===== src/rtl/hazard_ctrl_unit.sv =====
// Pipeline hazard controller: load-use RAW detection, EX redirect flush,
// multi-cycle MDU occupancy tracking and a saturating stall-cycle counter.
module hazard_ctrl_unit #(
    parameter int REG_ADDR_W  = 5,
    parameter int MDU_LATENCY = 4,
    parameter int STALL_CNT_W = 16
) (
    input  logic                   clk,
    input  logic                   rst_n,
    input  logic                   id_valid,
    input  logic [REG_ADDR_W-1:0]  id_rs1,
    input  logic [REG_ADDR_W-1:0]  id_rs2,
    input  logic                   id_uses_rs1,
    input  logic                   id_uses_rs2,
    input  logic                   id_is_mdu,
    input  logic                   id_reads_mdu,
    input  logic                   ex_mem_read,
    input  logic [REG_ADDR_W-1:0]  ex_write_reg,
    input  logic                   ex_branch_taken,
    output logic                   pc_write,
    output logic                   ifid_write,
    output logic                   if_flush,
    output logic                   idex_bubble,
    output logic                   mdu_busy,
    output logic [STALL_CNT_W-1:0] stall_count
);

    localparam int CNT_W = $clog2(MDU_LATENCY + 1);
    localparam logic [CNT_W-1:0] CNT_LOAD = CNT_W'(MDU_LATENCY);
    localparam logic [CNT_W-1:0] CNT_LAST = CNT_W'(1);

    typedef enum logic {
        IDLE,
        MDU_BUSY
    } state_t;

    state_t             state;
    logic [CNT_W-1:0]   mdu_cnt;
    logic               load_use;
    logic               mdu_hz;
    logic               stall;
    logic               issue;
    logic               stall_cycle;

    // Register 0 is hardwired, so a load targeting it can never create a dependency.
    assign load_use = id_valid && ex_mem_read && (ex_write_reg != '0) &&
                      ((id_uses_rs1 && (id_rs1 == ex_write_reg)) ||
                       (id_uses_rs2 && (id_rs2 == ex_write_reg)));
    assign mdu_hz      = id_valid && (id_is_mdu || id_reads_mdu) && (state == MDU_BUSY);
    assign stall       = load_use || mdu_hz;
    assign issue       = id_valid && id_is_mdu && !stall && !ex_branch_taken;
    assign stall_cycle = stall && !ex_branch_taken;
    assign mdu_busy    = (state == MDU_BUSY);

    // The redirect outranks a stall: the ID instruction is wrong-path and gets flushed.
    always_comb begin
        pc_write    = 1'b1;
        ifid_write  = 1'b1;
        if_flush    = 1'b0;
        idex_bubble = 1'b0;
        if (!rst_n) begin
            pc_write    = 1'b0;
            ifid_write  = 1'b0;
            if_flush    = 1'b1;
            idex_bubble = 1'b1;
        end else if (ex_branch_taken) begin
            if_flush    = 1'b1;
            idex_bubble = 1'b1;
        end else if (stall) begin
            pc_write    = 1'b0;
            ifid_write  = 1'b0;
            idex_bubble = 1'b1;
        end
    end

    // NOTE: state registers use non-blocking assignments so every flop samples
    // pre-edge values, independent of block evaluation order.
    always_ff @(posedge clk or negedge rst_n) begin
        if (!rst_n) begin
            state   <= IDLE;
            mdu_cnt <= '0;
        end else begin
            case (state)
                IDLE: begin
                    if (issue) begin
                        state   <= MDU_BUSY;
                        mdu_cnt <= CNT_LOAD;
                    end
                end
                MDU_BUSY: begin
                    if (mdu_cnt == CNT_LAST) begin
                        state   <= IDLE;
                        mdu_cnt <= '0;
                    end else begin
                        mdu_cnt <= mdu_cnt - CNT_LAST;
                    end
                end
                default: begin
                    state   <= IDLE;
                    mdu_cnt <= '0;
                end
            endcase
        end
    end

    always_ff @(posedge clk or negedge rst_n) begin
        if (!rst_n) begin
            stall_count <= '0;
        end else if (stall_cycle && (stall_count != '1)) begin
            stall_count <= stall_count + 1'b1;
        end
    end

endmodule


===== config.mk =====
export PLATFORM = sky130hd
export DESIGN_NAME = hazard_ctrl_unit
export DESIGN_NICKNAME = d
export VERILOG_FILES = /design/src/rtl/hazard_ctrl_unit.sv
export SDC_FILE = /design/constraint.sdc
export NUM_CORES = 1
export LEC_CHECK = 0
export ABC_AREA = 1
export BUFFER_PORTS_ARGS = -buffer_cell sky130_fd_sc_hd__buf_2
export CORE_ASPECT_RATIO = 0.5
export CORE_UTILIZATION = 44
export CTS_CLUSTER_DIAMETER = 150
export DETAILED_ROUTE_END_ITERATION = 8
export PLACE_DENSITY = 0.7
export SYNTH_ARGS = -nofsm -noshare
export SYNTH_HDL_FRONTEND = slang
export SYNTH_SLANG_ARGS = --single-unit

===== constraint.sdc =====
create_clock -name clk -period 2.3 [get_ports clk]
set_input_delay 0.115 -clock clk [delete_from_list [all_inputs] [get_ports clk]]
set_output_delay 0.115 -clock clk [all_outputs]
set_load 0.02 [all_outputs]

# --- Word level (Yosys, flattened, before mapping) ---
# Cells that the tools add are included.
# W data, S select, Z words.
word_totals:
  reg_bits: 20
  inputBits: 24
  out_inout_bits: 21
  elab_cells: 43
classes:
  add_sub_neg: 2
  n_eq_ne: 5
  mux: 14
  bitwise_logic: 1
  n_reduce_logical: 18
ops:
  columns: ["operator", "count"]
  rows:
  - ["$add A16 B1 Y16 const B", 1]
  - ["$ne A16 B16 Y1 const B", 1]
  - ["$logic_and A1 B1 Y1", 12]
  - ["$eq A5 B5 Y1", 2]
  - ["$mux W1", 10]
  - ["$mux W3", 2]
  - ["$pmux W3 S2", 1]
  - ["$reduce_bool A5 Y1", 1]
  - ["$eq A3 B1 Y1 const B", 1]
  - ["$logic_or A1 B1 Y1", 3]
  - ["$sub A3 B1 Y3 const B", 1]
  - ["$logic_not A1 Y1", 2]
  - ["$ne A2 B2 Y1 const B", 1]
  - ["$pmux W1 S2", 1]
  - ["$not A1 Y1", 1]

# --- Depth between registers and ports, before layout ---
depth:
  depth_word: 10
  depth_mapped: 12
  ltp_nobuf: 11

# --- Worst setup path before layout ---
# Ideal clock, no wire load.
synth_path:
  path_type: "flip-flop to flip-flop"
  from: "register stall_count[0]"
  to: "register stall_count[0]"
  setup_time_ns: 0.118
  arrival_time_ns: 1.695
  required_ns: 2.182
  setup_slack_ns: 0.488
  path_stages_with_launch: 10
  path_buffers: 1
  synth_period_minus_slack_ns: 1.812
  cell_sequence: "dfrtp_1 -> ha_1 -> nand3_2 -> nor2_4 -> nand2_2 -> nor3_4 -> nand3_4 -> buf_2 -> nand4_1 -> nand2_1"
synth_via:
  elab_chain_len: 2
  elab_cells_between_ends: 3
  cone_classes: "add/sub: 1; eq/ne: 1; reduce/logical: 1"
synth_rtl:
  columns: ["element", "line_no", "source"]
  rows:
  - ["from (decl)", "25", "output logic [STALL_CNT_W-1:0] stall_count"]
  - ["from (signal assigned)", "110", "stall_count <= stall_count + 1'b1;"]
  - ["branches (longest 2 deep; another with $add A16 B1 Y16)", null, null]
# Several ways; the timed one is not identified.
# A chain may end at the register's enable or synchronous reset.

# --- Worst setup path after layout ---
layout_path:
  from: "register stall_count[0]"
  to: "register stall_count[12]"
# The elaborated chain is that of the path after synthesis.

==> run_results.csv <==
group,metric,value,unit
outcome,outcome,"finished with violations",
outcome,violations,"design-rule violations",
final_layout,layout-drive-gt1-share,23.6,%
cts,clk_latency,0.26,ns
worst_setup_path,worstSetupStartpointType,"flop",
logic_synthesis,ys_ff_latch,20,
timing,clock.fmax,522,MHz
drt,routedWlPerCell,10.8,um
timing,period_needed,1.92,ns
timing,max_slew_margin,57.3,%
power,p_leak,1.03,nW
drt,drt_iter0_drc,57,
drt,via_per_inst,4.88,
power,power_density,688,mW/mm2
cts,ctsResizeCount,0,
drt,ant_nets,0,
worst_setup_path,slowest_delay,0.44,ns
power,swShare,35.6,%
power,p_int,798,uW
drt,vias,1459,
grt,grt_antenna_before_repair,0,
grt,grt_pass1_wl,5.37,mm
logic_synthesis,synth.avg_cell_area,6.88,um2
power,design_power_total,1.24,mW
timing,period_share,83.4,%
grt,grt_usage,18.9,%
timing,hold_viol,0,
power,seqPwrFrac,38.9,%
worst_setup_path,cp_max_fo,17,
power,vdd_ir_drop_max,0.411,mV
drt,drc,10,
cts,clk_pin_slew_worst_paths,0.07,ns
floorplan,core_area,0.00310,mm2
power,power_switching,442,uW
grt,grt_remaining_overflow,0,
timing,drv_slew,0,
worst_setup_path,cp_data_arrival_time,2.11,ns
worst_setup_path,cp.required,2.50,ns
place,place.gp.congestion,0.815,
cts,clockRootBuffer,"clkbuf_8",
logic_synthesis,postSynthCellCount,215,
floorplan,die_h,43.0,um
flow_run,maxCapViolations,0,
logic_synthesis,yosys_warnings,0,
floorplan,initial_core_util,47.7,%
timing,final.setup.tns,0,ns
place,io_buffers,44,
final_layout,diodes,0,
logic_synthesis,ys_types,25,
power,comb_power_share,33.2,%
final_layout,fin_nets,287,
timing,setup_violations,0,
floorplan,num_rows,14,
grt,grt_max_degree,21,
worst_setup_path,path_cells,"ha_1, nand3_2, nor2_4, nand2_2, nor3_4, nand3_4, nand3_4, nand2_1, nand2_1",
final_layout,layoutNonFillerInstCount,299,
floorplan,die-area,0.00361,mm2
logic_synthesis,yosys.area.top_type_share,33.8,%
cts,ctsHoldBuffers,1,
place,dp_hpwl,2.48,mm
place,postPlaceCellArea,0.00172,mm2
cts,cts-buffers-inserted,3,
power,pwr-share-clk,28.0,%
worst_setup_path,r2r_slack,0.38,ns
worst_setup_path,crit_family,"simple AND/OR/NAND/NOR gates",
logic_synthesis,yosysTopAreaCell,"dfrtp_1",
timing,tightest_slew,0.640,ns
worst_setup_path,end_kind,"flop",
worst_setup_path,crit_buf_inv,0,
worst_hold_path,hold_path.class,"in2reg",
drt,drt_first_pass_iters,7,
logic_synthesis,syn_area,0.00148,mm2
logic_synthesis,synth_area_leaders,"dfrtp_1 34%, nand2_1 20%, nand4_1 7.6%",
grt,grt_pass1_vias,1229,
cts,cts.path.max_buffers,2,
worst_setup_path,critPathSlowestCell,"dfrtp_1",
floorplan,dieWidth,84.0,um
drt,routed_wl,3.23,mm
final_layout,design_area,0.00180,mm2
cts,numClockSinks,20,
cts,cts_tree,"built",
timing,rsz0062_at_grt,"no",
floorplan,io_pins,45,
logic_synthesis,ys_seq_area_share,33.8,%
worst_setup_path,path_class,"reg2reg",
cts,post_cts_buffers,0,
timing,holdWs,0.228,ns
final_layout,fillers,319,
timing,finClkSkew,0.00395,ns
logic_synthesis,syn_nets,242,
place,dp_cells,294,
cts,htreeDepth,1,
final_layout,syn_to_final_growth,21.8,%
metal layers:
metal / GRT usage [%] / part of all wire [%]
met2: 33.0 / 45
met1: 23.7 / 47
met3: 4.86 / 7.3
met4: 5.17 / 0.43
met5: 0 / 0
registers in the layout, summed over array words and instances, names as in the netlist:
register,flops
stall_count,16
mdu_busy,1
mdu_cnt,3
cell usage after synthesis:
cell and count:
a21boi_0 1, a21oi_1 1, buf_1 1, buf_2 2
buf_4 1, buf_6 1, clkbuf_1 1, dfrtp_1 20
ha_1 3, inv_1 20, inv_2 5, nand2_1 80
nand2_2 2, nand3_1 12, nand3_2 1, nand3_4 2
nand4_1 18, nor2_1 22, nor2_4 1, nor3_4 1
o211ai_1 1, o21a_1 1, o21ai_0 4, xnor2_1 7
xor2_1 7
stage by stage:
stage,setup WS (ns),utilization [%]
floorplan,0.488,-
global route,0.232,58.1
CTS,0.389,58.1
detailed placement,0.408,55.5
finish,0.383,58.1
global placement,0.511,55.5
path summary, 6_finish.rpt:
path                                            start                     endpoint  cells after the start
min in group asynchronous                       rst_n   stall_count[1]$_DFFE_PN0P_                      2
max reg2reg                stall_count[0]$_DFFE_PN0P_  stall_count[12]$_DFFE_PN0P_                      9
min reg2reg                    mdu_cnt[1]$_DFFE_PN0P_       mdu_cnt[1]$_DFFE_PN0P_                      2
max in group asynchronous                       rst_n   stall_count[7]$_DFFE_PN0P_                      3
min                                   ex_branch_taken       mdu_cnt[1]$_DFFE_PN0P_                      5
max                        stall_count[0]$_DFFE_PN0P_  stall_count[12]$_DFFE_PN0P_                      9
kinds of logic (layout without fill, tap and decap cells):
logic type / Yosys count / count (layout) / synth area share, %
AO/OA/AOI/OAI: 8 / 8 / 3.22
XOR/XNOR: 14 / 14 / 8.29
adder cells (fa/ha/maj): 3 / 3 / 2.54
buffers and inverters: 31 / 75 / 8.80
flip-flops: 20 / 20 / 33.8
AND/OR/NAND/NOR: 139 / 139 / 43.3
worst min-delay path, delay by kind of cell:
family                 cells  cell delay (ns)
AO/OA/AOI/OAI              1             0.08
buffers and inverters      1             0.09
AND/OR/NAND/NOR            3             0.17
cell usage in the layout (no fill, tap or decap), drive strengths merged:
| cell | n |
|---|---|
| xnor2 | 7 |
| dlygate4sd3 | 1 |
| o211ai | 1 |
| ha | 3 |
| a21boi | 1 |
| dfrtp | 20 |
| o21a | 1 |
| inv | 25 |
| nand4 | 18 |
| nand3 | 15 |
| a21oi | 1 |
| xor2 | 7 |
| bufinv | 1 |
| nor3 | 1 |
| nand2 | 82 |
| o21ai | 4 |
| clkbuf | 3 |
| buf | 45 |
| nor2 | 23 |
cell type report:
type	instances	area [um2]	area share, %
Sequential cell	20	500	27.8
Timing Repair Buffer	46	238	13.2
Tap cell	40	50.0	2.78
Clock buffer	3	41.3	2.29
Inverter	25	93.8	5.21
Clock inverter	1	30.0	1.67
Multi-Input combinational cell	164	848	47.1
power groups by stage:
| stage | clock (mW) | sequential (mW) | combinational [mW] |
|---|---|---|---|
| global route | 0.372 | 0.491 | 0.473 |
| floorplan | 0 | 0.521 | 0.248 |
| finish | 0.347 | 0.482 | 0.411 |
| CTS | 0.356 | 0.482 | 0.418 |
| global placement | 0 | 0.484 | 0.399 |
| detailed placement | 0 | 0.488 | 0.415 |
Power figures use the tool's default switching activity.
